--- src/rtl/prescaled_updown_counter_if.sv ---
// Control/status bundle for the prescaled up/down counter.
// Master drives key, mode and load; slave returns the count and its strobes.
interface prescaled_updown_counter_if #(
  parameter int WIDTH = 8
);
  logic             key1;
  logic [1:0]       mode;
  logic             load;
  logic [WIDTH-1:0] load_value;
  logic [WIDTH-1:0] count_out;
  logic             tick;
  logic             wrap;
  logic             dir_out;

  modport master (
    output key1, mode, load, load_value,
    input  count_out, tick, wrap, dir_out
  );

  modport slave (
    input  key1, mode, load, load_value,
    output count_out, tick, wrap, dir_out
  );
endinterface

--- src/rtl/prescaled_updown_counter.sv ---
// Up/down counter stepped by a free-running prescaler, with a debounced direction key
// and wrap / saturate / bounce / hold behaviour at the limits.
module prescaled_updown_counter #(
  parameter int WIDTH    = 8,
  parameter int PRESCALE = 5000000,
  parameter int DEBOUNCE = 50000
) (
  input logic                    clock_5,
  input logic                    reset,
  prescaled_updown_counter_if.slave bus
);

  localparam int PSW = (PRESCALE > 1) ? $clog2(PRESCALE) : 1;
  localparam int DBW = (DEBOUNCE > 1) ? $clog2(DEBOUNCE) : 1;
  localparam logic [PSW-1:0]   PS_LAST = PSW'(PRESCALE - 1);
  localparam logic [PSW-1:0]   PS_ONE  = PSW'(1);
  localparam logic [DBW-1:0]   DB_LAST = DBW'(DEBOUNCE - 1);
  localparam logic [DBW-1:0]   DB_ONE  = DBW'(1);
  localparam logic [WIDTH-1:0] MAX     = '1;
  localparam logic [WIDTH-1:0] ONE     = WIDTH'(1);

  typedef enum logic [1:0] {
    MODE_WRAP   = 2'b00,
    MODE_SAT    = 2'b01,
    MODE_BOUNCE = 2'b10,
    MODE_HOLD   = 2'b11
  } mode_e;

  mode_e            mode;
  logic             ev;
  logic [PSW-1:0]   ps_q, ps_d;
  logic [1:0]       sync_q, sync_d;
  logic [DBW-1:0]   db_cnt_q, db_cnt_d;
  logic             dir_q, dir_d;
  logic             bdir_q, bdir_d;
  logic [WIDTH-1:0] cnt_q, cnt_d;
  logic             tick_q, tick_d;
  logic             wrap_q, wrap_d;

  assign mode = mode_e'(bus.mode);

  always_comb begin
    ev       = (ps_q == PS_LAST);
    ps_d     = ev ? '0 : ps_q + PS_ONE;
    sync_d   = {sync_q[0], bus.key1};
    db_cnt_d = '0;
    dir_d    = dir_q;
    // Any cycle where the synchronized key agrees with the accepted direction restarts the count.
    if (sync_q[1] != dir_q) begin
      if (db_cnt_q == DB_LAST) dir_d = sync_q[1];
      else                     db_cnt_d = db_cnt_q + DB_ONE;
    end

    bdir_d = (mode == MODE_BOUNCE) ? bdir_q : dir_q;
    cnt_d  = cnt_q;
    tick_d = 1'b0;
    wrap_d = 1'b0;

    if (bus.load) begin
      cnt_d = bus.load_value;
    end else if (ev) begin
      tick_d = 1'b1;
      case (mode)
        MODE_WRAP: begin
          if (dir_q) begin
            cnt_d  = cnt_q + ONE;
            wrap_d = (cnt_q == MAX);
          end else begin
            cnt_d  = cnt_q - ONE;
            wrap_d = (cnt_q == '0);
          end
        end
        MODE_SAT: begin
          if (dir_q) begin
            if (cnt_q == MAX) wrap_d = 1'b1;
            else              cnt_d  = cnt_q + ONE;
          end else begin
            if (cnt_q == '0) wrap_d = 1'b1;
            else             cnt_d  = cnt_q - ONE;
          end
        end
        MODE_BOUNCE: begin
          if (bdir_q) begin
            if (cnt_q == MAX) begin
              cnt_d  = MAX - ONE;
              bdir_d = 1'b0;
              wrap_d = 1'b1;
            end else begin
              cnt_d = cnt_q + ONE;
            end
          end else begin
            if (cnt_q == '0) begin
              cnt_d  = ONE;
              bdir_d = 1'b1;
              wrap_d = 1'b1;
            end else begin
              cnt_d = cnt_q - ONE;
            end
          end
        end
        default: ;
      endcase
    end
  end

  always_ff @(posedge clock_5 or posedge reset) begin
    if (reset) begin
      ps_q     <= '0;
      sync_q   <= '0;
      db_cnt_q <= '0;
      dir_q    <= 1'b1;
      bdir_q   <= 1'b1;
      cnt_q    <= '0;
      tick_q   <= 1'b0;
      wrap_q   <= 1'b0;
    end else begin
      ps_q     <= ps_d;
      sync_q   <= sync_d;
      db_cnt_q <= db_cnt_d;
      dir_q    <= dir_d;
      bdir_q   <= bdir_d;
      cnt_q    <= cnt_d;
      tick_q   <= tick_d;
      wrap_q   <= wrap_d;
    end
  end

  assign bus.count_out = cnt_q;
  assign bus.tick      = tick_q;
  assign bus.wrap      = wrap_q;
  assign bus.dir_out   = (mode == MODE_BOUNCE) ? bdir_q : dir_q;

endmodule
--- src/flat_wrapper.sv ---
// flat-port wrapper written by rule: the top's interface ports become plain ports
module prescaled_updown_counter_flat 
#(
  parameter int WIDTH    = 8,
  parameter int PRESCALE = 5000000,
  parameter int DEBOUNCE = 50000
)
  (clock_5, reset, bus_key1, bus_mode, bus_load, bus_load_value, bus_count_out, bus_tick, bus_wrap, bus_dir_out);
  prescaled_updown_counter_if #(.WIDTH(WIDTH)) bus_i ();
  input logic clock_5;
  input logic reset;
  input wire logic [$bits(bus_i.key1)-1:0] bus_key1;
  input wire logic [$bits(bus_i.mode)-1:0] bus_mode;
  input wire logic [$bits(bus_i.load)-1:0] bus_load;
  input wire logic [$bits(bus_i.load_value)-1:0] bus_load_value;
  output wire logic [$bits(bus_i.count_out)-1:0] bus_count_out;
  output wire logic [$bits(bus_i.tick)-1:0] bus_tick;
  output wire logic [$bits(bus_i.wrap)-1:0] bus_wrap;
  output wire logic [$bits(bus_i.dir_out)-1:0] bus_dir_out;
  assign bus_i.key1 = bus_key1;
  assign bus_i.mode = bus_mode;
  assign bus_i.load = bus_load;
  assign bus_i.load_value = bus_load_value;
  assign bus_count_out = bus_i.count_out;
  assign bus_tick = bus_i.tick;
  assign bus_wrap = bus_i.wrap;
  assign bus_dir_out = bus_i.dir_out;
  prescaled_updown_counter #(.WIDTH(WIDTH), .PRESCALE(PRESCALE), .DEBOUNCE(DEBOUNCE)) u_core (.clock_5(clock_5), .reset(reset), .bus(bus_i));
endmodule
--- config.mk ---
export PLATFORM = sky130hd
export DESIGN_NAME = prescaled_updown_counter_flat
export DESIGN_NICKNAME = d
export VERILOG_FILES = /design/src/rtl/prescaled_updown_counter_if.sv /design/src/rtl/prescaled_updown_counter.sv /design/src/flat_wrapper.sv
export SDC_FILE = /design/constraint.sdc
export NUM_CORES = 1
export LEC_CHECK = 0
export BUFFER_PORTS_ARGS = -buffer_cell sky130_fd_sc_hd__buf_2
export CORE_ASPECT_RATIO = 1.75
export CORE_MARGIN = 2
export CORE_UTILIZATION = 26
export DETAILED_ROUTE_END_ITERATION = 8
export PLACE_DENSITY = 0.38
export SKIP_LAST_GASP = 1
export SYNTH_ARGS = -nofsm -noshare
export SYNTH_HDL_FRONTEND = slang
export SYNTH_SLANG_ARGS = --single-unit
--- constraint.sdc ---
create_clock -name clock_5 -period 2.7 [get_ports clock_5]
set_input_delay 0.135 -clock clock_5 [delete_from_list [all_inputs] [get_ports clock_5]]
set_output_delay 0.135 -clock clock_5 [all_outputs]
set_load 0.03 [all_outputs]
; Word level (Yosys, flattened, before mapping)
; Index checks and enable logic that the tools add are counted.
[totals]
regBits = 53
in_bits = 14
out_inout_bits = 11
word_cells = 56
[classes]
add_sub_neg = 4
n_eq_ne = 8
muxes = 30
reduce_logical = 6
[ops]
columns = cell, count
row1 = $mux W8, 9
row2 = $mux W16, 2
row3 = $pmux W8 S3, 1
row4 = $add A23 B1 Y23 const B, 1
row5 = $eq A23 B23 Y1 const B, 1
row6 = $mux W23, 1
row7 = $add A16 B1 Y16 const B, 1
row8 = $eq A16 B16 Y1 const B, 1
row9 = $mux W1, 16
row10 = $add A8 B1 Y8 const B, 1
row11 = $eq A8 B8 Y1 const B, 1
row12 = $logic_not A8 Y1, 1
row13 = $sub A8 B1 Y8 const B, 1
row14 = $ne A4 B3 Y1 const B, 1
row15 = $ne A4 B4 Y1 const B, 1
row16 = $reduce_and A4 Y1, 1
row17 = $reduce_bool A4 Y1, 1
row18 = $pmux W1 S3, 1
row19 = $eq A2 B1 Y1 const B, 1
row20 = $eq A2 B2 Y1 const B, 1
row21 = $logic_not A2 Y1, 1
row22 = $reduce_and A2 Y1, 1
row23 = $reduce_bool A2 Y1, 1
row24 = $ne A1 B1 Y1, 1

; Depth between registers and ports, before layout
; Gate-level depths: netlist (run 1).
[depth]
word_depth = 7
depth_mapped = 9
mapped_depth_nobuf = 8

; Worst setup path before layout (run 1)
; OpenSTA, ideal clock, no wires.
[synth_timing]
path_type = flip-flop to flip-flop
start = reg u_core.cnt_q[1] (netlist: u_core.bus.count_out[1])
end = reg u_core.cnt_q[6] (netlist: u_core.bus.count_out[6])
setup_time_ns = 0.096
arrival_time_ns = 1.936
t_required_ns = 2.604
slack_ns = 0.669
path_stages_with_launch = 9
n_path_buf = 2
period_less_slack_ns = 2.031
cell_sequence = dfrtp_1 -> ha_1 -> and4_1 -> clkbuf_1 -> nand4_1 -> a41oi_4 -> buf_6 -> nand2_1 -> o31ai_1
[synth_between]
elab_chain_len = 6
elab_cells_between_ends = 17
classes_between = add/sub (2) / eq/ne (3) / mux (10) / reduce/logical (2)
[synth_rtl]
columns = item, line
row1 = start: declaration, prescaled_updown_counter.sv:36  ; logic [WIDTH-1:0] cnt_q, cnt_d;
row2 = start signal: assignment, prescaled_updown_counter.sv:122  ; cnt_q <= cnt_d;
row3 = $sub A8 B1 Y8 (tied with other cells), "prescaled_updown_counter.sv:69, prescaled_updown_counter.sv:79, prescaled_updown_counter.sv:97"
row4 = "$mux W8, on equally long branches", --
row5 = "$mux W8, on equally long branches", "prescaled_updown_counter.sv:83, prescaled_updown_counter.sv:74"
row6 = $pmux W8 S3, prescaled_updown_counter.sv:63  ; case (mode)
row7 = $mux W8, prescaled_updown_counter.sv:61  ; end else if (ev) begin
row8 = $mux W8, prescaled_updown_counter.sv:59  ; if (bus.load) begin
; Several ways; a longest one is shown, not always the timed one. The select of a mux whose other input is x is not followed.
; A chain may end at the register's enable or synchronous reset.

; Worst setup path after layout (run 1)
[layout_timing]
start = reg u_core.cnt_q[3] (netlist: u_core.bus.count_out[3])
end = reg u_core.cnt_q[2] (netlist: u_core.bus.count_out[2])
[layout_between]
elab_chain_len = 6
elab_cells_between_ends = 11
classes_between = eq/ne (3) / mux (6) / reduce/logical (2)
[layout_rtl]
columns = item, line
row1 = $eq A8 B8 Y1 / $logic_not A8 Y1 (equally long branches), --
row2 = "$mux W8, on equally long branches", "prescaled_updown_counter.sv:84, prescaled_updown_counter.sv:92"
row3 = $mux W8, prescaled_updown_counter.sv:83  ; if (bdir_q) begin
row4 = $pmux W8 S3, prescaled_updown_counter.sv:63
row5 = $mux W8, prescaled_updown_counter.sv:61
row6 = $mux W8, prescaled_updown_counter.sv:59
; Several ways; a longest one is shown, not always the timed one. The select of a mux whose other input is x is not followed.

==> qor.csv, run 1 <==
metric,value,unit
Initial Utilization,0.265,
combinational group share of total power,0.125,
CTS root buffer,clkbuf_16,
Setup Crit Path Kind,reg -> reg,
HP Class,in -> reg,
post-cts sizing count,0,
post-synthesis sequential area ratio,0.435,
Worst Path Arrival,2.45,ns
Startpoint Class,flip-flop,
tightest hold margin,0.0822,ns
Reg2Reg Depth,5,
Rel. slew slack,0.506,
Placer Congestion,0.753,
per-cell routed wire length,16.5,um
num ports,25,
Post-Synth XOR/XNOR Area,0.106,
post-synth top area share,0.418,
Leakage Power,0.00156,uW
sequential share of power,0.460,
share of cells above drive strength 1,0.152,
dpl ws,0.452,ns
CTS Hold Buffers Added,2,
Worst-path clk slew,0.08,ns
final worst slack,0.464,ns
Worst IR Drop VDD,232,uV
first-iteration detailed-routing DRC count,118,
Placed Instance Area,3330,um2
predominant post-synthesis flop cell,dfrtp_1,
TritonCTS clock tree,built,
post-synthesis mux area share,0.0111,
H-tree levels,2,
switch share,0.272,
Core ar.,11500,um2
clock network fraction of total power,0.415,
Power Density,532,nW/um2
Post-synth EDFFs,0,
Die Area,12700,um2
Yosys top cell by area,dfrtp_1,
async set-reset flop share out of synthesis,1.00,
Routed WL,7.97,mm
required time of the worst setup path,2.91,ns
Simple-Gate Fraction of Synth Area,0.249,
Final ANT Viol Nets,0,
antenna violations before repair,0,
Vias/cell,5.07,
Final setup viols,0,
fin area,3520,um2
clock buffer depth,2,
synth unique cells,54,
Final Skew,0.00607,ns
final setup TNS,0,ns
Mean Syn Cell Area,9.54,um2
Via Count,2449,
Area growth syn-to-layout,15.4,%
row count,52,
final core occ,0.306,
Detailed Place HPWL,5.87,mm
final hold violations,0,
largest net degree at the start of global routing,34,
largest family of logic cells by synthesized area,simple AND/OR/NAND/NOR gates,
Tmin final,2.24,ns
crit share post-route,0.828,
Synth Instances,320,
I/O Buffers,24,
Worst Hold Depth,3,
n_diodes,0,
Synth Area in Adders,0.0369,
"Setup Fix Bufs, Post-CTS",0,
P_sw,511,uW
Slew Limit Fails,0,
vias in the first global route,2576,
Worst-Skew Late Latency,0.30,ns
Pint,1360,uW
Syn Nets,343,
die span in y,147,um
Die W,85.9,um
grt total ovfl,0,
Initial DRT Pass Iterations,6,
Max Cap Violations,0,
Final nets,370,
Ys Warns,0,
Crit Path Max Fanout,16,
run status,"complete, but fails checks",
Clock Sinks,53,
CP Capture Type,flip-flop,
worst-margin pin slew,0.740,ns
fmax,0.447,GHz
TritonCTS buffer count,5,
drt drc,3,
global-route wire length before repair,13.4,mm
Synth Area in Compound Gates,0.125,
"FF+latch count, synth",53,
top post-synthesis cells by area,"dfrtp_1 42%, xor2_1 6.3%, nor2_1 5.4%",
RSZ-0062 raised after global routing,false,
Mapped Area,3050,um2
failing checks,design-rule violations,
Global Route Usage Sum,0.135,
## area by class of cell
class	instances	area [um2]
timing repair buffer	32	185
fill	1219	7990
multi-input combinational	240	1610
inverter	15	56.3
clock inverter	1	30.0
tap	135	169
clock buffer	7	143
sequential	53	1330
## power groups by stage
stage / Clock (uW) / Combinational, uW / Sequential [uW]
after floorplan: 0 / 154 / 884
after global placement: 0 / 236 / 880
after detailed placement: 0 / 236 / 879
after CTS: 802 / 239 / 863
after global routing: 836 / 265 / 869
final: 779 / 234 / 862
## per-layer routing
layer	vias up	track usage	wire length, um
met5	-	0	0
met4	0	0.0460	143
met3	9	0.0230	207
met2	28	0.253	4370
met1	1219	0.150	3250
li1	1193	-	-
## critical path, cell delays in order (launching register included)
cell,delay (ns)
dfrtp_1,0.51
nor4_2,0.60
nand4b_1,0.26
a41oi_4,0.47
a211oi_1,0.11
a221oi_2,0.18
## per-stage QoR
stage / std cells / total power (uW)
5_1_grt: 483 / 1970
6_report: 483 / 1880
2_1_floorplan: 320 / 1040
3_3_place_gp: 473 / 1120
3_5_place_dp: 473 / 1110
4_1_cts: 483 / 1900
## cells in the mapped netlist, types with 3 or more instances
master and instances:
o31ai_1 3, clkbuf_1 8, inv_1 14, o21ai_0 5, nor2_1 44, nand3_1 13
dfrtp_1 51, xnor2_1 15, nor3_1 8, and2_1 5, buf_2 3, a221o_1 3
and4_1 5, nand4b_1 3, nand4_1 15, xor2_1 22, o221ai_1 4, nand2b_1 5
nand2_1 24, nor4_1 5, ha_1 9, a21oi_1 10, and3_1 8
## kinds of logic after synthesis
family / Yosys count
XOR/XNOR: 37
AO/OA/AOI/OAI: 48
AND/OR/NAND/NOR: 144
multiplexers: 2
flip-flops: 53
adder cells (fa/ha/maj): 9
buffers and inverters: 27
## placed cells by master (no fill, tap or decap), types with 8 or more instances in the layout
master	n
xor2_1	22
nand3_1	13
xnor2_1	15
dfrtp_1	51
a21oi_1	10
nor3_1	8
buf_2	24
nand4_1	15
inv_1	13
nand2_1	24
and3_1	8
nor2_1	44
ha_1	9
## registers in the layout, indices dropped and copies added, names as in the netlist
name                  count
u_core.bdir_q             1
u_core.bus.count_out      8
u_core.bus.tick           1
u_core.bus.wrap           1
u_core.db_cnt_q          16
u_core.dir_q              1
u_core.ps_q              23
u_core.sync_q             2
## path summary, 6_finish.rpt
path                                                     start                                   to  slack, ns
max                        u_core.bus.count_out[3]$_DFFE_PP0P_  u_core.bus.count_out[2]$_DFFE_PP0P_       0.46
min                                          bus_load_value[2]  u_core.bus.count_out[2]$_DFFE_PP0P_       0.08
max reg2reg                u_core.bus.count_out[3]$_DFFE_PP0P_  u_core.bus.count_out[2]$_DFFE_PP0P_       0.46
min reg2reg                         u_core.sync_q[0]$_DFF_PP0_           u_core.sync_q[1]$_DFF_PP0_       0.42
max in group asynchronous                                reset        u_core.db_cnt_q[13]$_DFF_PP0_       1.53
min in group asynchronous                                reset            u_core.ps_q[12]$_DFF_PP0_       0.51
Note: power is estimated with default switching activity, not from simulation.
==> run 2, diff against run 1 <==
--- a/config.mk
+++ b/config.mk
@@ -10,7 +10,7 @@
 export CORE_MARGIN = 2
 export CORE_UTILIZATION = 26
 export DETAILED_ROUTE_END_ITERATION = 8
-export PLACE_DENSITY = 0.38
+export PLACE_DENSITY = 0.4
 export SKIP_LAST_GASP = 1
 export SYNTH_ARGS = -nofsm -noshare
 export SYNTH_HDL_FRONTEND = slang
==> constraint.sdc (replaced) <==
create_clock -name clock_5 -period 1.85 [get_ports clock_5]
set_input_delay 0.0925 -clock clock_5 [delete_from_list [all_inputs] [get_ports clock_5]]
set_output_delay 0.0925 -clock clock_5 [all_outputs]
set_load 0.03 [all_outputs]
==> run 2 against run 1 <==
  * The run ends with design-rule violations, negative setup slack left
  * Register-to-register slack worse by 0.58 ns
  * Maximum frequency increased by 14%
  * Global-route usage about the same
  * Critical endpoint is now u_core.bus.count_out[4]$_DFFE_PP0P_
==> qor.csv, run 2 (synthesis gave the netlist of run 1 again) <==
metric,value,unit,change
Final ANT Viol Nets,0,,unchanged
die span in y,147,um,unchanged
critical-path cell list,or4_4 > nor4_4 > a41oi_4 > buf_6 > a21oi_4 > o22ai_2,,
clock buffer depth,2,,unchanged
Top reg by flops,u_core.ps_q,,
failing checks,"design-rule violations, negative setup slack",,
Placer Congestion,0.738,,-1.9%
largest net degree at the start of global routing,35,,+2.9%
most frequent cells in the layout,"62 x buf_4, 45 x dfrtp_1, 44 x nor2_1, 24 x buf_2, 22 x xor2_1",,
CTS root buffer,clkbuf_16,,
worst-margin pin slew,0.466,ns,-0.275 ns
share of cells above drive strength 1,0.356,,+0.204
Crit-path slowest cell,or4_4,,
TritonCTS clock tree,built,,
max reg flops,23,,unchanged
Worst Hold Depth,3,,unchanged
Reg2Reg Depth,6,,+1
num ports,25,,unchanged
Pint,1930,uW,+41%
antenna violations before repair,0,,unchanged
Slew Limit Fails,0,,unchanged
dpl cells,533,,+13%
Power Density,656,nW/um2,+23%
sequential share of power,0.455,,-0.005
Area growth syn-to-layout,36.5,%,
final hold violations,0,,unchanged
Vias/cell,4.89,,-3.6%
TritonCTS buffer count,5,,unchanged
uppermost layer routed,met4,,
tightest hold margin,0.0454,ns,-0.0368 ns
Final Skew,0.00986,ns,+0.00379 ns
final core occ,0.362,,+0.0560
global-route wire length before repair,13.7,mm,+1.9%
HP Class,in -> reg,,
required time of the worst setup path,2.03,ns,-0.88 ns
fin area,4170,um2,+18%
Initial DRT Pass Iterations,9,,+3
Met1 Wirelength,3.33,mm,+2.5%
Final setup viols,8,,+8
Rel. slew slack,0.689,,+0.183
metal2 WL,4.51,mm,+3.2%
per-cell routed wire length,15.1,um,-8.8%
Setup Crit Path Kind,reg -> reg,,
Worst-Skew Late Latency,0.30,ns,about the same
Routed WL,8.21,mm,+3.0%
P_sw,804,uW,+58%
vias in the first global route,2803,,+8.8%
combinational group share of total power,0.189,,+0.064
n_diodes,0,,unchanged
Crit Path Max Fanout,5,,-11
RSZ-0062 raised after global routing,true,,
Die Area,12700,um2,unchanged
Max Cap Violations,0,,unchanged
fill cell count,1201,,-1.5%
Placed Instance Area,3840,um2,+15%
Startpoint Class,flip-flop,,
"slowest stage delay, CP",0.55,ns,-0.05 ns
DR WL met3,219,um,+5.8%
CP Capture Type,flip-flop,,
clock network fraction of total power,0.356,,-0.059
grt total ovfl,0,,unchanged
Worst IR Drop VDD,468,uV,+100%
row count,52,,unchanged
Global Route Usage Sum,0.135,,about the same
Worst Path Arrival,2.15,ns,-0.30 ns
fmax,0.508,GHz,+14%
total power,2730,uW,+46%
Die W,85.9,um,unchanged
Initial Utilization,0.265,,unchanged
switch share,0.294,,+0.0219
Tmin final,1.97,ns,-0.267 ns
Final nets,432,,+17%
Leakage Power,0.00191,uW,+23%
H-tree levels,2,,unchanged
run status,"complete, but fails checks",,
Via Count,2664,,+8.8%
Clock Sinks,53,,unchanged
Detailed Place HPWL,6.16,mm,+5.0%
Worst-path clk slew,0.08,ns,about the same
final worst slack,-0.120,ns,-0.583 ns
"commonest non-fill, non-tap cell in the layout",buf_4,,
drt drc,3,,unchanged
I/O Buffers,24,,unchanged
"non-filler cells, final",545,,+13%
crit share post-route,1.06,,+0.236
first-iteration detailed-routing DRC count,89,,-25%
Core ar.,11500,um2,unchanged
==> run 2: changes by cell type in the layout (fill, tap and decap cells not counted), moves of 3 or more <==
| cell | change |
|---|---|
| buf_12 | +3 |
| buf_4 | +56 |
| buf_6 | +3 |
| dfrtp_1 | -6 |
| dfrtp_2 | +6 |
| nand2_1 | -6 |
| nand2_2 | +4 |
==> run 2: final timing paths <==
kind / to / from / slack [ns]
setup / recovery: u_core.bus.count_out[4]$_DFFE_PP0P_ / u_core.ps_q[15]$_DFF_PP0_ / -0.12
max in group asynchronous: u_core.dir_q$_DFFE_PP1P_ / reset / 0.89
min in group asynchronous: u_core.ps_q[8]$_DFF_PP0_ / reset / 0.35
hold / removal: u_core.bus.count_out[2]$_DFFE_PP0P_ / bus_load_value[2] / 0.05
hold reg to reg: u_core.sync_q[1]$_DFF_PP0_ / u_core.sync_q[0]$_DFF_PP0_ / 0.38
setup reg to reg: u_core.bus.count_out[4]$_DFFE_PP0P_ / u_core.ps_q[15]$_DFF_PP0_ / -0.12
==> run 2: critical path: cells and delay by family, from the launching register on <==
kind | cells | cell delay, ns
and+or+nand+nor | 2 | 0.86
AOI/OAI and AO/OA | 3 | 0.42
DFF | 1 | 0.38
buffers and inverters | 1 | 0.19
==> run 2: routing by layer <==
| layer | track usage | vias up |
|---|---|---|
| met3 | 0.0219 | 9 |
| li1 | - | 1316 |
| met1 | 0.154 | 1303 |
| met4 | 0.0381 | 0 |
| met2 | 0.253 | 36 |
| met5 | 0 | - |
==> run 2: what timing repair did <==
item | 4_1_cts | 5_1_grt
resized for setup | 13 | 20
setup buffers | 1 | 2
pin swaps | 8 | 7
endpoints found under the hold margin | 20 | 0
setup endpoints to repair | 10 | 34
gates cloned | 0 | 0
hold buffers | 2 | 0
==> run 2: power by group through the flow <==
stage	logic, uW	clock network (uW)	registers [uW]
after floorplan	238	0	1300
after global placement	475	0	1260
after detailed placement	473	0	1260
after CTS	492	1000	1240
after global routing	567	1040	1250
final	518	973	1240
==> run 2: metrics by stage <==
step	TNS, ns	worst slack (ns)
2_1_floorplan	-0.0394	-0.0198
3_3_place_gp	-0.635	-0.112
3_5_place_dp	-0.742	-0.143
4_1_cts	-0.784	-0.120
5_1_grt	-1.40	-0.222
6_report	-0.558	-0.120
==> run 2: final cells by class <==
cell class / instances / area [um2] / share of cell area
clock buffers: 6 / 129 / 0.0309
repair buffers: 94 / 699 / 0.168
multi-input cells: 240 / 1760 / 0.423
clock inverters: 2 / 15.0 / 0.00360
inverters: 15 / 56.3 / 0.0135
well taps: 135 / 169 / 0.0405
flip-flops and latches: 53 / 1340 / 0.321
==> run 3, diff against run 2 <==
--- a/config.mk
+++ b/config.mk
@@ -6,11 +6,14 @@
 export NUM_CORES = 1
 export LEC_CHECK = 0
 export BUFFER_PORTS_ARGS = -buffer_cell sky130_fd_sc_hd__buf_2
+export CELL_PAD_IN_SITES_DETAIL_PLACEMENT = 0
+export CELL_PAD_IN_SITES_GLOBAL_PLACEMENT = 1
 export CORE_ASPECT_RATIO = 1.75
 export CORE_MARGIN = 2
 export CORE_UTILIZATION = 26
 export DETAILED_ROUTE_END_ITERATION = 8
-export PLACE_DENSITY = 0.4
+export GPL_ROUTABILITY_DRIVEN = 0
+export PLACE_DENSITY = 0.48
 export SKIP_LAST_GASP = 1
 export SYNTH_ARGS = -nofsm -noshare
 export SYNTH_HDL_FRONTEND = slang
==> run 3 against run 2 <==
  * The run still ends with design-rule violations, negative setup slack left
  * Clock power fell by 3.8%
  * Sequential cell count stayed put
  * Via count grew 3.7%
  * Register-to-register slack worse by 0.02 ns
  * Power decreased by 0.48%
  * Combinational power grew 3%
  * Critical path depth unchanged
  * Sequential power barely moved
  * Final area increased by 2.7%
  * Critical path type unchanged
  * Largest cell class unchanged
  * Highest routed layer is now met5
==> qor.csv, run 3 (synthesis gave the netlist of run 1 again) <==
metric,value,unit,change
run status,"complete, but fails checks",,
failing checks,"design-rule violations, negative setup slack",,
HP Start,bus_load_value[2],,
flop2flop setup slack,-0.14,ns,-0.02 ns
global-route wire length before repair,14.6,mm,+6.2%
Final setup viols,11,,+3
TritonCTS buffer count,5,,unchanged
Tmin final,1.99,ns,+0.0166 ns
Rel. slew slack,0.685,,-0.00429
Power Density,636,nW/um2,-3.1%
Worst Hold Path EP,u_core.bus.count_out[2]$_DFFE_PP0P_,,
H-tree levels,2,,unchanged
worst-margin pin slew,0.472,ns,+0.00642 ns
R2R Path End,u_core.bus.count_out[4]$_DFFE_PP0P_,,
Worst Hold Depth,3,,unchanged
Max Cap Violations,0,,unchanged
largest net degree at the start of global routing,35,,unchanged
Initial Utilization,0.265,,unchanged
Vias/cell,4.94,,+1.1%
Area growth syn-to-layout,40.2,%,
CTS root buffer,clkbuf_16,,
crit share post-route,1.07,,+0.00898
Reg2Reg Depth,6,,unchanged
Routed WL,8.85,mm,+7.8%
"non-filler cells, final",559,,+2.6%
grt total ovfl,0,,unchanged
Via Count,2762,,+3.7%
final worst slack,-0.136,ns,-0.0166 ns
Die W,85.9,um,unchanged
Final nets,446,,+3.2%
Clock Sinks,53,,unchanged
clock buffer depth,2,,unchanged
CP Capture Type,flip-flop,,
I/O Buffers,24,,unchanged
vias in the first global route,2919,,+4.1%
total power,2720,uW,-0.48%
antenna violations before repair,1,,+1
row count,52,,unchanged
Final Skew,0.00676,ns,-0.00310 ns
final setup TNS,-1.04,ns,-0.481 ns
"commonest non-fill, non-tap cell in the layout",buf_4,,
Die Area,12700,um2,unchanged
drt drc,1,,-2
per-cell routed wire length,15.8,um,+5.1%
dpl ws,-0.218,ns,-0.0750 ns
Final ANT Viol Nets,0,,unchanged
num ports,25,,unchanged
Slew Limit Fails,0,,unchanged
Detailed Place HPWL,6.64,mm,+7.9%
tightest hold margin,0.0360,ns,-0.00947 ns
Worst-Skew Late Latency,0.30,ns,about the same
die span in y,147,um,unchanged
HP Class,in -> reg,,
Core ar.,11500,um2,unchanged
Global Route Usage Sum,0.147,,+0.0122
n_diodes,0,,unchanged
fmax,0.503,GHz,-0.84%
Worst IR Drop VDD,353,uV,-25%
Initial DRT Pass Iterations,8,,-1
Worst-path clk slew,0.07,ns,about the same
TritonCTS clock tree,built,,
Worst R2R Start,u_core.ps_q[6]$_DFF_PP0_,,
Crit Path Max Fanout,5,,unchanged
Leakage Power,0.00197,uW,+3.3%
max reg flops,23,,unchanged
Worst Path Arrival,2.20,ns,+0.05 ns
Setup Crit Path Kind,reg -> reg,,
share of cells above drive strength 1,0.375,,+0.0189
RSZ-0062 raised after global routing,true,,
first-iteration detailed-routing DRC count,119,,+34%
Top reg by flops,u_core.ps_q,,
required time of the worst setup path,2.06,ns,+0.03 ns
dpl cells,545,,+2.3%
Startpoint Class,flip-flop,,
most frequent cells in the layout,"76 x buf_4, 45 x dfrtp_1, 43 x nor2_1, 24 x buf_2, 22 x xor2_1",,
final hold violations,0,,unchanged
## run 3: cell count changes in the layout (fill, tap and decap cells not counted), sizes merged
cell      previous run  this run
buf                 92       105
a41oi                2         3
clkinvlp             2         1
clkbuf               6         7
## run 3: worst max path at each step
stage / startpoint / endpoint / cells after the start
after detailed placement: u_core.bus.count_out[0]$_DFFE_PP0P_ / u_core.bus.wrap$_DFF_PP0_ / 9
after CTS: u_core.ps_q[6]$_DFF_PP0_ / u_core.bus.count_out[2]$_DFFE_PP0P_ / 6
after global routing: u_core.ps_q[6]$_DFF_PP0_ / u_core.bus.count_out[2]$_DFFE_PP0P_ / 6
after floorplan: u_core.ps_q[21]$_DFF_PP0_ / u_core.bus.count_out[3]$_DFFE_PP0P_ / 5
final: u_core.ps_q[6]$_DFF_PP0_ / u_core.bus.count_out[4]$_DFFE_PP0P_ / 6
after global placement: u_core.bus.count_out[0]$_DFFE_PP0P_ / u_core.bus.wrap$_DFF_PP0_ / 9
## run 3: cell type report
type	instances	area [um2]
Tap cell	135	169
Timing Repair Buffer	107	776
Inverter	15	58.8
Multi-Input combinational cell	241	1800
Sequential cell	53	1340
Fill cell	1189	7240
Clock inverter	1	7.51
Clock buffer	7	133
## run 3: worst max-delay path: stages (launching register included)
cell and delay (ns):
dfrtp_1 0.38, or4b_4 0.56, nor4_4 0.21, buf_4 0.18, a41oi_2 0.24, nand2b_1 0.22, o22ai_1 0.11
## run 3: routing by layer
| layer | track usage | routed length, um | share of wire |
|---|---|---|---|
| met5 | 0 | 11 | 0.0012 |
| met4 | 0.0571 | 188 | 0.021 |
| met3 | 0.0270 | 240 | 0.027 |
| met2 | 0.269 | 4840 | 0.55 |
| met1 | 0.165 | 3570 | 0.40 |
## run 3: report_power, final
group | total (uW) | leakage [uW] | internal, uW | switching (uW)
Combinational | 533 | 0.00122 | 242 | 291
Clock | 936 | 0.0000641 | 504 | 431
Sequential | 1250 | 0.000688 | 1190 | 57.7
Total | 2720 | 0.00197 | 1940 | 780
## run 3: metrics by stage
step,utilization,instance area (um2)
floorplan,-,3090
global placement,0.340,3910
detailed placement,0.340,3910
CTS,0.360,4140
global route,0.371,4280
finish,0.371,4280
## run 3: what timing repair did
| action | 4_1_cts | 5_1_grt |
|---|---|---|
| buffers inserted | 2 | 2 |
| hold buffers | 2 | 0 |
| resized for setup | 12 | 30 |
| hold endpoints to repair | 20 | 0 |
| gates cloned | 1 | 0 |
| pin swaps | 7 | 5 |
| endpoints found under the setup margin | 11 | 21 |
